File: config.mk
export PLATFORM = sky130hd
export DESIGN_NAME = rr_burst_arbiter_flat
export DESIGN_NICKNAME = d
export VERILOG_FILES = /design/src/rtl/arb_pkg.sv /design/src/rtl/rr_burst_arbiter_if.sv /design/src/rtl/rr_pick.sv /design/src/rtl/rr_burst_arbiter.sv /design/src/flat_wrapper.sv
export SDC_FILE = /design/constraint.sdc
export NUM_CORES = 1
export LEC_CHECK = 0
export CAP_MARGIN = 20
export CELL_PAD_IN_SITES_DETAIL_PLACEMENT = 2
export CELL_PAD_IN_SITES_GLOBAL_PLACEMENT = 2
export CORE_ASPECT_RATIO = 0.6
export CORE_UTILIZATION = 34
export CTS_CLUSTER_SIZE = 14
export DETAILED_ROUTE_END_ITERATION = 10
export PLACE_DENSITY_LB_ADDON = 0.1
export SYNTH_ARGS = -nofsm -noshare
export SYNTH_HDL_FRONTEND = slang
export SYNTH_HIERARCHICAL = 1
export SYNTH_SLANG_ARGS = --single-unit
File: constraint.sdc
create_clock -name clk -period 10.1 [get_ports clk]
set_input_delay 2.02 -clock clk [delete_from_list [all_inputs] [get_ports clk]]
set_output_delay 2.02 -clock clk [all_outputs]
set_load 0.05 [all_outputs]
File: src/rtl/arb_pkg.sv
// Shared arbitration types and helpers for the FT601 read/write path arbiters.
package arb_pkg;

   typedef enum logic [0:0] {
      IDLE  = 1'b0,
      GRANT = 1'b1
   } arb_state_t;

   // A one-channel arbiter still needs a 1-bit index port.
   function automatic int clog2_min1(input int n);
      return (n <= 1) ? 1 : $clog2(n);
   endfunction

endpackage

File: src/rtl/rr_burst_arbiter_if.sv
// Request/grant bundle between the RX FIFO channels, the read consumer and the arbiter.
interface rr_burst_arbiter_if
   import arb_pkg::*;
#(
   parameter int NUM_CH    = 8,
   parameter int MAX_BURST = 16,
   parameter int IDX_W     = clog2_min1(NUM_CH),
   parameter int BW        = $clog2(MAX_BURST + 1)
);

   logic [NUM_CH-1:0] req;
   logic [NUM_CH-1:0] urgent;
   logic [NUM_CH-1:0] ch_mask;
   logic              xfer;
   logic              xfer_last;

   logic              grant_valid;
   logic [IDX_W-1:0]  grant_idx;
   logic [NUM_CH-1:0] grant_onehot;
   logic [BW-1:0]     beat_cnt;

   modport master (
      input  req, urgent, ch_mask, xfer, xfer_last,
      output grant_valid, grant_idx, grant_onehot, beat_cnt
   );

   modport slave (
      output req, urgent, ch_mask, xfer, xfer_last,
      input  grant_valid, grant_idx, grant_onehot, beat_cnt
   );

endinterface

File: src/rtl/rr_pick.sv
// Round-robin pick: first set bit of cand at or after ptr, wrapping modulo NUM_CH.
module rr_pick #(
   parameter int NUM_CH = 8,
   parameter int IDX_W  = 3
) (
   input  logic [NUM_CH-1:0] cand_i,
   input  logic [IDX_W-1:0]  ptr_i,
   output logic [IDX_W-1:0]  pick_o,
   output logic              any_o
);

   localparam logic [IDX_W:0] NCH = (IDX_W + 1)'(NUM_CH);

   logic [NUM_CH-1:0] rot;
   logic [IDX_W-1:0]  off;
   logic [IDX_W:0]    sum;

   // Doubling the vector makes the rotate wrap correctly for any NUM_CH.
   assign rot   = NUM_CH'({cand_i, cand_i} >> ptr_i);
   assign any_o = |cand_i;

   always_comb begin
      off = '0;
      for (int i = NUM_CH - 1; i >= 0; i--) begin
         if (rot[i]) off = IDX_W'(i);
      end
      sum = {1'b0, ptr_i} + {1'b0, off};
      if (sum >= NCH) sum = sum - NCH;
      pick_o = sum[IDX_W-1:0];
   end

endmodule

File: src/rtl/rr_burst_arbiter.sv
// Round-robin burst arbiter for the FT601 read path with urgent preemption and masking.
module rr_burst_arbiter
   import arb_pkg::*;
#(
   parameter int NUM_CH    = 8,
   parameter int MAX_BURST = 16,
   parameter int URGENT_EN = 1,
   parameter int IDX_W     = clog2_min1(NUM_CH)
) (
   input logic                 clk,
   input logic                 rst_n,
   rr_burst_arbiter_if.master  bus
);

   localparam int               BW        = $clog2(MAX_BURST + 1);
   localparam logic [BW-1:0]    BEAT_LAST = BW'(MAX_BURST - 1);
   localparam logic [IDX_W-1:0] IDX_LAST  = IDX_W'(NUM_CH - 1);
   localparam logic             URG_ON    = (URGENT_EN != 0);

   arb_state_t        state_q, state_d;
   logic [IDX_W-1:0]  idx_q, idx_d;
   logic [IDX_W-1:0]  ptr_q, ptr_d;
   logic [NUM_CH-1:0] onehot_q, onehot_d;
   logic [BW-1:0]     beat_q, beat_d;

   logic [NUM_CH-1:0] elig, urg_elig, cand;
   logic [IDX_W-1:0]  pick;
   logic              any, rel;

   assign elig     = bus.req & ~bus.ch_mask;
   assign urg_elig = bus.urgent & elig;
   assign cand     = (URG_ON && (|urg_elig)) ? urg_elig : elig;

   rr_pick #(
      .NUM_CH (NUM_CH),
      .IDX_W  (IDX_W)
   ) u_pick (
      .cand_i (cand),
      .ptr_i  (ptr_q),
      .pick_o (pick),
      .any_o  (any)
   );

   // Preemption waits for a word boundary so no transfer is split.
   always_comb begin
      rel = 1'b0;
      if (state_q == GRANT) begin
         rel = (bus.xfer & bus.xfer_last)
             | (bus.xfer & (beat_q == BEAT_LAST))
             | (~bus.req[idx_q] & ~bus.xfer)
             | bus.ch_mask[idx_q]
             | (URG_ON & ~bus.urgent[idx_q] & (|(urg_elig & ~onehot_q)) & bus.xfer);
      end
   end

   always_comb begin
      state_d  = state_q;
      idx_d    = idx_q;
      ptr_d    = ptr_q;
      onehot_d = onehot_q;
      beat_d   = beat_q;
      case (state_q)
         IDLE: begin
            if (any) begin
               state_d        = GRANT;
               idx_d          = pick;
               onehot_d       = '0;
               onehot_d[pick] = 1'b1;
               beat_d         = '0;
            end
         end
         GRANT: begin
            if (rel) begin
               state_d  = IDLE;
               onehot_d = '0;
               beat_d   = '0;
               ptr_d    = (idx_q == IDX_LAST) ? '0 : idx_q + 1'b1;
            end else if (bus.xfer) begin
               beat_d = beat_q + 1'b1;
            end
         end
         default: state_d = IDLE;
      endcase
   end

   always_ff @(posedge clk or negedge rst_n) begin
      if (!rst_n) begin
         state_q  <= IDLE;
         idx_q    <= '0;
         ptr_q    <= '0;
         onehot_q <= '0;
         beat_q   <= '0;
      end else begin
         state_q  <= state_d;
         idx_q    <= idx_d;
         ptr_q    <= ptr_d;
         onehot_q <= onehot_d;
         beat_q   <= beat_d;
      end
   end

   assign bus.grant_valid  = (state_q == GRANT);
   assign bus.grant_idx    = idx_q;
   assign bus.grant_onehot = onehot_q;
   assign bus.beat_cnt     = beat_q;

endmodule

File: src/flat_wrapper.sv
// flat-port wrapper written by rule: the top's interface ports become plain ports
module rr_burst_arbiter_flat import arb_pkg::*;
#(
   parameter int NUM_CH    = 8,
   parameter int MAX_BURST = 16,
   parameter int URGENT_EN = 1,
   parameter int IDX_W     = clog2_min1(NUM_CH)
)
  (clk, rst_n, bus_req, bus_urgent, bus_ch_mask, bus_xfer, bus_xfer_last, bus_grant_valid, bus_grant_idx, bus_grant_onehot, bus_beat_cnt);
  rr_burst_arbiter_if #(.NUM_CH(NUM_CH), .MAX_BURST(MAX_BURST), .IDX_W(IDX_W)) bus_i ();
  input logic clk;
  input logic rst_n;
  input wire logic [$bits(bus_i.req)-1:0] bus_req;
  input wire logic [$bits(bus_i.urgent)-1:0] bus_urgent;
  input wire logic [$bits(bus_i.ch_mask)-1:0] bus_ch_mask;
  input wire logic [$bits(bus_i.xfer)-1:0] bus_xfer;
  input wire logic [$bits(bus_i.xfer_last)-1:0] bus_xfer_last;
  output wire logic [$bits(bus_i.grant_valid)-1:0] bus_grant_valid;
  output wire logic [$bits(bus_i.grant_idx)-1:0] bus_grant_idx;
  output wire logic [$bits(bus_i.grant_onehot)-1:0] bus_grant_onehot;
  output wire logic [$bits(bus_i.beat_cnt)-1:0] bus_beat_cnt;
  assign bus_i.req = bus_req;
  assign bus_i.urgent = bus_urgent;
  assign bus_i.ch_mask = bus_ch_mask;
  assign bus_i.xfer = bus_xfer;
  assign bus_i.xfer_last = bus_xfer_last;
  assign bus_grant_valid = bus_i.grant_valid;
  assign bus_grant_idx = bus_i.grant_idx;
  assign bus_grant_onehot = bus_i.grant_onehot;
  assign bus_beat_cnt = bus_i.beat_cnt;
  rr_burst_arbiter #(.NUM_CH(NUM_CH), .MAX_BURST(MAX_BURST), .URGENT_EN(URGENT_EN), .IDX_W(IDX_W)) u_core (.clk(clk), .rst_n(rst_n), .bus(bus_i));
endmodule
# Word-level counts from Yosys, hierarchy flattened
# Cells that the tools add are included.
[classes]
addsub = 4
order_cmp = 4
eq_ne = 5
n_shift = 1
mux = 30
n_bitwise = 18
n_reduce_logical = 8
[ops]
columns = ["op", "count"]
rows = [
  ["$mux W3", 10],
  ["$and A8 B8 Y8", 3],
  ["$mux W8", 3],
  ["$reduce_or A8 Y1", 3],
  ["$not A8 Y8", 2],
  ["$pmux W8 S2", 1],
  ["$shr A16 B3 Y8", 1],
  ["$mux W5", 3],
  ["$pmux W5 S2", 1],
  ["$bmux W1 S3", 3],
  ["$lt A3 B4 Y1 const B", 2],
  ["$reduce_and A2 Y1", 4],
  ["$mux W1", 7],
  ["$add A5 B1 Y5 const B", 1],
  ["$and A1 B1 Y1", 5],
  ["$eq A5 B4 Y1 const B", 1],
  ["$add A3 B3 Y4", 1],
  ["$ge A4 B4 Y1 const B", 1],
  ["$not A1 Y1", 4],
  ["$or A1 B1 Y1", 4],
  ["$add A3 B1 Y3 const B", 1],
  ["$demux W1 S3", 1],
  ["$eq A3 B3 Y1 const B", 1],
  ["$ge A3 B1 Y1 const B", 1],
  ["other kinds (6)", 6],
]
[totals]
regBits = 20
in_bits = 28
out_inout_bits = 17

# Depth between registers and ports, before layout
# Gate-level depths: netlist of run 1.
[depth]
depth_word = 23
ltp_mapped = 18
depth_no_buf = 17

# Hierarchy
# The synthesis of run 1 kept the hierarchy.
[by_module_without_submodules]
columns = ["mod", "instances", "cells_each", "area_each_um2", "seq_area_each_um2"]
rows = [
  ["rr_burst_arbiter", 1, 132, 1380.1, 500.5],
  ["rr_pick", 1, 42, 478.0, 0.0],
]

# Least setup slack after synthesis of run 1
# Ideal clock, no wire load.
[synth_path]
kind = "input to register"
start = "input port bus_req[0]"
end = "register u_core.onehot_q[2], in the netlist u_core/bus.grant_onehot[2]"
t_arrival_ns = 5.446
setup_slack_ns = 4.532
stages = 17
cell_sequence = "nor2b_1 a22oi_1 and4_1 clkbuf_1 o21a_1 mux4_1 mux2_2 nand2b_1 a21bo_2 a31oi_1 ha_1 inv_1 fa_1 xnor2_1 xnor2_1 nor2_1 a32o_1"
[synth_via]
elab_chain_cells = 22
elab_cells_between_ends = 40
[synth_lines]
columns = ["item", "line", "source"]
rows = [
  ["from (decl)", "flat_wrapper.sv:13", "input wire logic [$bits(bus_i.req)-1:0] bus_req;"],
  ["$and A8 B8 Y8 *", "rr_burst_arbiter.sv:30", "assign elig = bus.req & ~bus.ch_mask;"],
  ["$and A8 B8 Y8 *", "rr_burst_arbiter.sv:31", "assign urg_elig = bus.urgent & elig;"],
  ["$reduce_or A8 Y1 *", "rr_burst_arbiter.sv:32", "assign cand = (URG_ON && (|urg_elig)) ? urg_elig : elig;"],
  ["$mux W8 *", "rr_burst_arbiter.sv:32", ""],
  ["named net u_core.cand[3]", "rr_burst_arbiter.sv:26", "logic [NUM_CH-1:0] elig, urg_elig, cand;"],
  ["$shr A16 B3 Y8 *", "rr_pick.sv:19", "assign rot = NUM_CH'({cand_i, cand_i} >> ptr_i);"],
  ["$mux W3 (7 in series)", "rr_pick.sv:25", "if (rot[i]) off = IDX_W'(i);"],
  ["$mux W3 *", "rr_pick.sv:25", ""],
  ["[2 not listed]", "n/a", ""],
  ["$mux W3 *", "rr_pick.sv:28", "if (sum >= NCH) sum = sum - NCH;"],
  ["named net u_core.pick[2]", "rr_burst_arbiter.sv:27", "logic [IDX_W-1:0] pick;"],
  ["$lt A3 B4 Y1 (not written as such) or $ge A3 B1 Y1 (tied branches)", "rr_burst_arbiter.sv:68", "onehot_d[pick] = 1'b1;"],
  ["$logic_and A1 B1 Y1 (not written as such)", "rr_burst_arbiter.sv:68", ""],
  ["$mux W1 (not written as such)", "rr_burst_arbiter.sv:68", ""],
  ["$demux W1 S3 *", "n/a", ""],
  ["$mux W8 *", "rr_burst_arbiter.sv:64", "if (any) begin"],
  ["$pmux W8 S2 *", "rr_burst_arbiter.sv:62", "case (state_q)"],
  ["to (signal assigned)", "rr_burst_arbiter.sv:97", "onehot_q <= onehot_d;"],
  ["to (decl)", "rr_burst_arbiter.sv:23", "logic [NUM_CH-1:0] onehot_q, onehot_d;"],
]
# The timed path passes the listed nets; every way through them passes the cells marked *. The select of a mux whose other input is x is not followed.
# A chain may end at the register's enable or synchronous reset.

# Final worst setup path of run 1
[layout_path]
start = "input port bus_req[7]"
end = "register u_core.onehot_q[2], in the netlist u_core/bus.grant_onehot[2]"
# The elaborated chain is that of the path after synthesis.

==> results of run 1 <==
-- state kept, by name (all words and copies together), names as in the netlist --
signal                   cells
u_core/bus.grant_onehot      8
u_core/bus.grant_valid       1
u_core/bus.grant_idx         3
u_core/ptr_q                 3
u_core/bus.beat_cnt          5
-- cells in the final DEF (no fill, tap or decap), types with 2 or more instances in the layout --
cell type,count
nor4bb_1,8
nand2b_1,2
or4_1,3
ha_1,5
nor4_1,3
o211ai_1,2
o2bb2ai_1,3
clkbuf_8,3
o21ai_0,3
dfrtp_1,20
mux2i_1,9
o21a_1,8
mux4_2,7
a31oi_1,2
mux2_2,8
a211o_1,2
clkdlybuf4s50_1,44
nor2_1,7
nor2b_1,10
inv_1,10
xnor2_1,2
o31ai_1,2
a32o_1,4
mux4_1,6
a22oi_1,5
nand2_1,17
-- final timing paths --
kind / startpoint / end / slack, ps / depth (start not counted)
max reg2reg: u_core/ptr_q[0]$_DFFE_PN0P_ / u_core/bus.grant_onehot[2]$_DFFE_PN0P_ / 6210 / 12
max in group asynchronous: rst_n / u_core/bus.grant_valid$_DFF_PN0_ / 7260 / 1
min in group asynchronous: rst_n / u_core/bus.beat_cnt[3]$_DFFE_PN0P_ / 2270 / 1
max: bus_req[7] / u_core/bus.grant_onehot[2]$_DFFE_PN0P_ / 3690 / 17
min: u_core/bus.grant_onehot[6]$_DFFE_PN0P_ / u_core/bus.grant_onehot[6]$_DFFE_PN0P_ / 540 / 1
min reg2reg: u_core/bus.grant_onehot[6]$_DFFE_PN0P_ / u_core/bus.grant_onehot[6]$_DFFE_PN0P_ / 540 / 1
-- power breakdown --
part / internal [mW] / switching, mW / total (mW)
Sequential: 0.103 / 0.0574 / 0.160
Clock: 0.0266 / 0.0259 / 0.0526
Combinational: 0.205 / 0.290 / 0.495
Total: 0.335 / 0.374 / 0.708
-- worst reg2reg max path: stages, from the launching register on --
cell and delay, ps:
dfrtp_1 630, mux4_1 670, mux2_2 310, nand2b_1 160, a21bo_2 220, a31oi_1 170, ha_1 170, inv_1 50
fa_1 370, xnor2_1 140, xnor2_1 450, nor2_1 170, a32o_1 290
-- per-stage QoR --
step / cells / setup slack [ps]
4_1_cts: 280 / 3750
3_5_place_dp: 277 / 3510
6_report: 280 / 3690
3_3_place_gp: 277 / 3650
5_1_grt: 280 / 3500
2_1_floorplan: 174 / 4530
-- final cells by class --
class	instances	area [sq um]
Clock buffer	3	41.3
Sequential cell	20	500
Inverter	10	37.5
Timing Repair Buffer	44	440
Multi-Input combinational cell	137	1270
Fill cell	538	2790
Tap cell	66	82.6
-- logic make-up after synthesis --
kind of cell | synth area share
and+or+nand+nor | 0.175
AOI/OAI and AO/OA | 0.187
muxes | 0.267
DFF | 0.269
buffers and inverters | 0.0485
adders and majority gates | 0.0444
xor gates and xnor gates | 0.00943
-- metal layers --
metal	share of wire	wire length, um	vias up
met2	0.44	2950	51
met4	0.011	72	0
met1	0.51	3370	895
li1	-	-	774
met3	0.041	272	7
met5	0	0	-
==> results.cfg, run 1 <==
[place]
hpwl_um = 5440
routabilityCongestion = 0.852
portBuffers = 44
postPlaceCellArea_sq_mm = 0.00233

[global_routing]
gr-total-overflow = 0
grt_pass1_wl_um = 10500
grt_max_degree = 21
grt-busiest-layer = met2
grt_antenna_before_repair = 0
grtUsageMet1 = 0.367
grt_usage = 0.243
met2_usage = 0.379
grt_pass1_vias = 1826
grt_util_met3 = 0.0318

[floorplanning]
start_util = 0.360
fp.dieH_um = 59.3
rows = 20
die-area_sq_mm = 0.00577
core_area_sq_mm = 0.00515
io_pins = 45
die_x_um = 97.4

[clock_tree]
clk_path_buf_depth = 2
cts_resized = 0
clockRootBuffer = clkbuf_8
cts_made_buffers = 3
ctsHoldBuffers = 0
cts_sinks = 20
cts.clk_slew.worst_paths_ps = 70
cts_tree = done
post-cts-setup-buffers = 0
clkLatencyLatePin_ps = 260
htreeDepth = 1

[logic_synthesis]
synth_cell_types = 46
post-synth-top-area-cell = dfrtp_1
ys_ff_latch = 20
yosys-top-cells-count = dfrtp_1 (20), nand2_1 (17), inv_1 (10), nor2b_1 (10), mux2i_1 (9)
synth_edf_count = 0
synth.top_cell.area_share = 0.269
synth_nets = 208
ys_warn_count = 6
synth.area.top_cells = dfrtp_1 (27%), mux4_1 (8.5%), mux4_2 (8.5%)
syn_area_per_cell_sq_um = 10.7
synth.yosys.seq_area_share = 0.269
synthCells = 174
synthFlopType = dfrtp_1
synth_most_common_cell = dfrtp_1
async_reset_ff_frac = 1.00
synthesis.area_sq_mm = 0.00186

[critical_path]
cp_top_family = compound AO/OA/AOI/OAI gates
worstPathCellList = clkdlybuf4s50_1 > nor2b_1 > a22oi_1 > and4_1 > o21a_1 > mux4_1 > mux2_2 > nand2b_1 > a21bo_2 > a31oi_1 > ha_1 > inv_1 > fa_1 > xnor2_1 > xnor2_1 > nor2_1 > a32o_1
criticalPathCategory = in2reg
cpMaxStageDelayCell = clkdlybuf4s50_1
critPathMaxStageDelay_ps = 570
critPathBufInv = 2
critPathLaunchType = input port
end_kind = register
worstPathRequired_ps = 10260
crit_top_cell = xnor2_1
cp_max_fo = 8
worstPathArrival_ps = 6570

[layout]
stdcell_area_sq_mm = 0.00237
final_util = 0.460
antennaDiodeCount = 0
area_delta_synth_final_pct = 27.5
drive_gt1_frac = 0.112
fin_nets = 250

[timing]
fmax_mhz = 156
tightest_slew_ps = 1000
skew_ps = 6.25
relSlewSlack = 0.323
setup_viol = 0
holdWs_ps = 544
hold_violations = 0
fin_crit_ps = 6410
finalSetupTns_ps = 0
min_period_over_period = 0.635
maxSlewViolCount = 0
rsz0062_at_grt = no

[power]
p_leak_nw = 0.981
pwr_density_cell_mw_per_mm2 = 299
ir_drop_v = 0.0000987
finalPower_mw = 0.708

[drt]
routed-via-count = 1727
routed_via_density = 6.17
drtIter0Drc = 99
wire_per_inst_um = 23.8
drc = 0
drt_pass1_iterations = 4
antenna_left = 0
finalWirelength_um = 6660

[flow_run]
maxCapViolCount = 0

[min_path]
hp-class = reg2reg

[outcome]
status = completed
Power figures use the tool's default switching activity.
==> run 2: changes to the inputs <==
--- a/config.mk
+++ b/config.mk
@@ -9,7 +9,7 @@
 export CELL_PAD_IN_SITES_DETAIL_PLACEMENT = 2
 export CELL_PAD_IN_SITES_GLOBAL_PLACEMENT = 2
 export CORE_ASPECT_RATIO = 0.6
-export CORE_UTILIZATION = 34
+export CORE_UTILIZATION = 31
 export CTS_CLUSTER_SIZE = 14
 export DETAILED_ROUTE_END_ITERATION = 10
 export PLACE_DENSITY_LB_ADDON = 0.1
==> constraint.sdc (replaced) <==
create_clock -name clk -period 6.6 [get_ports clk]
set_input_delay 1.32 -clock clk [delete_from_list [all_inputs] [get_ports clk]]
set_output_delay 1.32 -clock clk [all_outputs]
set_load 0.05 [all_outputs]
==> run 2 against run 1 <==
Combinational power up 54%. Design area rose by 2.5%. Sequential share of layout area down 0.51 points. Non-clock buffer count grew 1. Die area grew 9.4%. Critical path type unchanged. Utilization shrank 3.2 points. Flip-flop and latch count did not move. Setup slack got worse by 2900 ps. Hold slack is essentially flat. First-iteration DRC count down 36%.
==> results.cfg, run 2 (synthesis gave the netlist of run 1 again) <==
[outcome]
status = completed

[critical_path]
reg2regPathDepth = 13
worstPathCellList = clkdlybuf4s50_1 > nor2b_1 > a22oi_1 > and4_1 > o21a_1 > mux4_1 > mux2_2 > nand2b_1 > a21bo_2 > a31oi_1 > ha_1 > inv_1 > fa_1 > xnor2_1 > xnor2_1 > nand2b_1 > nor3_1 > a21o_1
worstPathArrival_ps = 6030
endpoint = u_core/bus.grant_onehot[4]$_DFFE_PN0P_
cp_max_fo = 8
worstPathRequired_ps = 6800
end_kind = register
r2r-start = u_core/ptr_q[0]$_DFFE_PN0P_
cp-startpoint = bus_req[0]
regToRegSetupSlack_ps = 2680
cpMaxStageDelayCell = mux4_1
worstReg2RegEnd = u_core/bus.grant_onehot[4]$_DFFE_PN0P_
critPathLaunchType = input port
worst-path-stages = 18
critPathMaxStageDelay_ps = 560
cp_top_family = simple AND/OR/NAND/NOR gates
critPathBufInv = 2
criticalPathCategory = in2reg

[clock_tree]
ctsHoldBuffers = 0
cts_made_buffers = 3
htreeDepth = 1
cts_sinks = 20
cts_resized = 0
clockRootBuffer = clkbuf_8
clk_path_buf_depth = 2
cts_tree = done
clkLatencyLatePin_ps = 260
cts.clk_slew.worst_paths_ps = 70
post-cts-setup-buffers = 0

[drt]
drtIter0Drc = 63
met1Wirelength_um = 3610
met3WireLength_um = 167
antenna_left = 0
top_layer_used = met3
drt_pass1_iterations = 4
finalWirelength_um = 6580
wl_met2_um = 2810
routed-via-count = 1678
routed_via_density = 5.67
wire_per_inst_um = 22.2
drc = 0

[timing]
min_period_over_period = 0.883
skew_ps = 6.72
holdWs_ps = 544
hold_violations = 0
setup_viol = 0
maxSlewViolCount = 0
fin_crit_ps = 5830
finalSetupTns_ps = 0
relSlewSlack = 0.469
rsz0062_at_grt = no
tightest_slew_ps = 787
fmax_mhz = 172

[floorplanning]
start_util = 0.327
die-area_sq_mm = 0.00632
io_pins = 45
die_x_um = 102
fp.dieH_um = 62.0
rows = 21
core_area_sq_mm = 0.00568

[power]
ir_drop_v = 0.000171
pwr_density_cell_mw_per_mm2 = 454
p_leak_nw = 1.00

[layout]
fill_cells = 620
drive_gt1_frac = 0.120
fin_nets = 251
largest_register_ffs = 8
multi_input_area_sq_mm = 0.00127
layout_commonest_cell = clkdlybuf4s50_1
antennaDiodeCount = 0
mostFrequentLayoutCells = clkdlybuf4s50_1 (44), dfrtp_1 (20), nand2_1 (17)
seq_area_sq_um = 500
area_delta_synth_final_pct = 30.7

[global_routing]
grt_max_degree = 21
grt_usage = 0.222
grt_pass1_vias = 1766
gr-total-overflow = 0
grt_pass1_wl_um = 10200
grt_antenna_before_repair = 0

[flow_run]
maxCapViolCount = 0

[place]
portBuffers = 44
routabilityCongestion = 0.820
hpwl_um = 5440

[min_path]
hp-class = reg2reg
run 2: final cells by class:
cell class / instances / area share
clock buffers: 4 / 0.0227
inverters: 10 / 0.0155
multi-input cells: 137 / 0.522
flip-flops and latches: 20 / 0.206
well taps: 80 / 0.0412
repair buffers: 45 / 0.193
run 2: worst min path at each step:
stage,start,to,depth (start not counted)
3_5_place_dp,u_core/bus.beat_cnt[4]$_DFFE_PN0P_,u_core/bus.beat_cnt[4]$_DFFE_PN0P_,2
2_1_floorplan,u_core/ptr_q[1]$_DFFE_PN0P_,u_core/ptr_q[1]$_DFFE_PN0P_,1
3_3_place_gp,u_core/bus.beat_cnt[4]$_DFFE_PN0P_,u_core/bus.beat_cnt[4]$_DFFE_PN0P_,2
6_report,u_core/bus.grant_onehot[4]$_DFFE_PN0P_,u_core/bus.grant_onehot[4]$_DFFE_PN0P_,1
5_1_grt,u_core/bus.grant_onehot[4]$_DFFE_PN0P_,u_core/bus.grant_onehot[4]$_DFFE_PN0P_,1
4_1_cts,u_core/bus.beat_cnt[4]$_DFFE_PN0P_,u_core/bus.beat_cnt[4]$_DFFE_PN0P_,2
run 2: through the flow:
step / cell area (sq um) / power (mW) / setup slack, ps / instances / utilization
floorplan: 1860 / 0.774 / 1730 / 174 / -
global placement: 2350 / 0.937 / 806 / 291 / 0.413
detailed placement: 2350 / 0.991 / 614 / 291 / 0.413
CTS: 2400 / 1.09 / 873 / 295 / 0.423
global route: 2430 / 1.17 / 569 / 296 / 0.428
finish: 2430 / 1.10 / 770 / 296 / 0.428
run 2: power breakdown:
| group | switching, mW | internal, mW |
|---|---|---|
| Combinational | 0.444 | 0.318 |
| Sequential | 0.0873 | 0.157 |
| Clock | 0.0434 | 0.0532 |
run 2: worst register-to-register path, cell delays in order (launching register included):
cell and delay (ps):
dfrtp_1 620, mux4_1 650, mux2_2 300, nand2b_1 150, a21bo_2 220, a31oi_1 180
ha_1 170, inv_1 50, fa_1 390, xnor2_1 160, xnor2_1 480, nand2b_1 180
nor3_1 210, a21o_1 110
run 2: metal layers:
metal  GRT usage  up-vias
li1            -      778
met1       0.349      872
met2       0.329       28
met3      0.0358        0
met4      0.0163        0
met5           0        -
==> run 3: changes to the inputs <==
--- a/config.mk
+++ b/config.mk
@@ -13,6 +13,7 @@
 export CTS_CLUSTER_SIZE = 14
 export DETAILED_ROUTE_END_ITERATION = 10
 export PLACE_DENSITY_LB_ADDON = 0.1
+export RECOVER_POWER = 25
 export SYNTH_ARGS = -nofsm -noshare
 export SYNTH_HDL_FRONTEND = slang
 export SYNTH_HIERARCHICAL = 1
==> run 3 against run 2 <==
Critical endpoint unchanged. First-iteration DRC count up 33%. Global-route usage stayed put. Critical path depth did not move. Die area is the same. Non-clock buffer count stayed put. Power decreased by 0.18%. Count of clock-buffer cells in the layout is the same.
==> results.cfg, run 3 (synthesis gave the netlist of run 1 again) <==
[outcome]
status = completed

[drt]
antenna_left = 0
wire_per_inst_um = 22.2
finalWirelength_um = 6590
drtIter0Drc = 84
drt_pass1_iterations = 4
routed_via_density = 5.67
routed-via-count = 1678
drc = 0

[layout]
stdcell_area_sq_mm = 0.00240
layout_commonest_cell = clkdlybuf4s50_1
mostFrequentLayoutCells = clkdlybuf4s50_1 (43), dfrtp_1 (20), nand2_1 (17)
fin_nets = 251
multi_input_area_sq_mm = 0.00127
largest_register_ffs = 8
area_delta_synth_final_pct = 29.4
antennaDiodeCount = 0
drive_gt1_frac = 0.116
fill_cells = 623
seq_area_sq_um = 500

[clock_tree]
htreeDepth = 1
clockRootBuffer = clkbuf_8
clkLatencyLatePin_ps = 260
cts.clk_slew.worst_paths_ps = 70
cts_resized = 0
clk_path_buf_depth = 2
cts_made_buffers = 3
cts_sinks = 20
cts_tree = done
ctsHoldBuffers = 0
post-cts-setup-buffers = 0

[global_routing]
grt_pass1_wl_um = 10200
grt_max_degree = 21
grt_pass1_vias = 1766
gr-total-overflow = 0
grt_usage = 0.222
grt_antenna_before_repair = 0

[timing]
fmax_mhz = 172
maxSlewViolCount = 0
skew_ps = 6.70
holdWs_ps = 544
fin_crit_ps = 5830
min_period_over_period = 0.883
relSlewSlack = 0.396
hold_violations = 0
finalSetupTns_ps = 0
rsz0062_at_grt = no
setup_viol = 0
tightest_slew_ps = 907

[floorplanning]
start_util = 0.327
die_x_um = 102
rows = 21
fp.dieH_um = 62.0
core_area_sq_mm = 0.00568
die-area_sq_mm = 0.00632
io_pins = 45

[min_path]
hp-class = reg2reg
holdPathEnd = u_core/bus.grant_onehot[4]$_DFFE_PN0P_
hold_depth = 1
hold_start = u_core/bus.grant_onehot[4]$_DFFE_PN0P_

[place]
portBuffers = 44
postPlaceCellArea_sq_mm = 0.00235
routabilityCongestion = 0.820
hpwl_um = 5440

[critical_path]
end_kind = register
worstReg2RegEnd = u_core/bus.grant_onehot[4]$_DFFE_PN0P_
regToRegSetupSlack_ps = 2680
critPathLaunchType = input port
worstPathCellList = clkdlybuf4s50_1 > nor2b_1 > a22oi_1 > and4_1 > o21a_1 > mux4_1 > mux2_2 > nand2b_1 > a21bo_2 > a31oi_1 > ha_1 > inv_1 > fa_1 > xnor2_1 > xnor2_1 > nand2b_1 > nor3_1 > a21o_1
cpMaxStageDelayCell = mux4_1
worstPathArrival_ps = 6030
criticalPathCategory = in2reg
reg2regPathDepth = 13
cp_max_fo = 8
r2r-start = u_core/ptr_q[0]$_DFFE_PN0P_
worstPathRequired_ps = 6800
critPathMaxStageDelay_ps = 560

[power]
pwr_density_cell_mw_per_mm2 = 458
ir_drop_v = 0.000171
p_leak_nw = 0.990

[flow_run]
maxCapViolCount = 0
==> run 3: cell types whose count changed in the layout (fill, tap and decap cells not counted), sizes merged <==
| cell | before | now |
|---|---|---|
| buf | 1 | 0 |
| clkbuf | 4 | 5 |
| clkdlybuf4s50 | 44 | 43 |
| dlygate4sd3 | 0 | 1 |
==> run 3: worst max-delay path by stage <==
stage | startpoint | to | slack, ps | cells after the start
after floorplan | bus_req[0] | u_core/bus.grant_onehot[2]$_DFFE_PN0P_ | 1730 | 17
after global placement | bus_req[0] | u_core/bus.grant_onehot[1]$_DFFE_PN0P_ | 810 | 17
after detailed placement | bus_req[0] | u_core/bus.grant_onehot[2]$_DFFE_PN0P_ | 610 | 17
after CTS | bus_req[0] | u_core/bus.grant_onehot[4]$_DFFE_PN0P_ | 870 | 18
after global routing | bus_req[0] | u_core/bus.grant_onehot[4]$_DFFE_PN0P_ | 570 | 18
final | bus_req[0] | u_core/bus.grant_onehot[4]$_DFFE_PN0P_ | 770 | 18
==> run 3: power by group <==
part | switching [mW] | leakage [nW] | internal (mW)
Clock | 0.0434 | 0.0288 | 0.0532
Combinational | 0.444 | 0.698 | 0.316
Sequential | 0.0873 | 0.263 | 0.157
==> run 3: cell type report <==
| cell class | instances | share of cell area |
|---|---|---|
| clock buffers | 4 | 0.0229 |
| repair buffers | 45 | 0.185 |
| inverters | 10 | 0.0156 |
| flip-flops and latches | 20 | 0.208 |
| well taps | 80 | 0.0416 |
| multi-input cells | 137 | 0.527 |
==> run 3: per-layer routing <==
| metal | track usage | part of all wire |
|---|---|---|
| met1 | 0.349 | 0.55 |
| met4 | 0.0163 | 0 |
| met5 | 0 | 0 |
| met2 | 0.329 | 0.43 |
| met3 | 0.0358 | 0.025 |
==> run 3: per-stage QoR <==
stage / power [mW] / instances / setup slack [ps] / utilization
3_3_place_gp: 0.937 / 291 / 806 / 0.413
4_1_cts: 1.09 / 295 / 873 / 0.423
2_1_floorplan: 0.774 / 174 / 1730 / -
5_1_grt: 1.17 / 296 / 569 / 0.424
3_5_place_dp: 0.991 / 291 / 614 / 0.413
6_report: 1.10 / 296 / 770 / 0.424
==> run 3: critical path: cells and delay by family <==
family | cells | cell delay, ps
AND/OR/NAND/NOR | 5 | 1130
AO/OA/AOI/OAI | 5 | 960
XOR/XNOR | 2 | 640
buffers and inverters | 2 | 550
adder cells (fa/ha/maj) | 2 | 560
multiplexers | 2 | 860
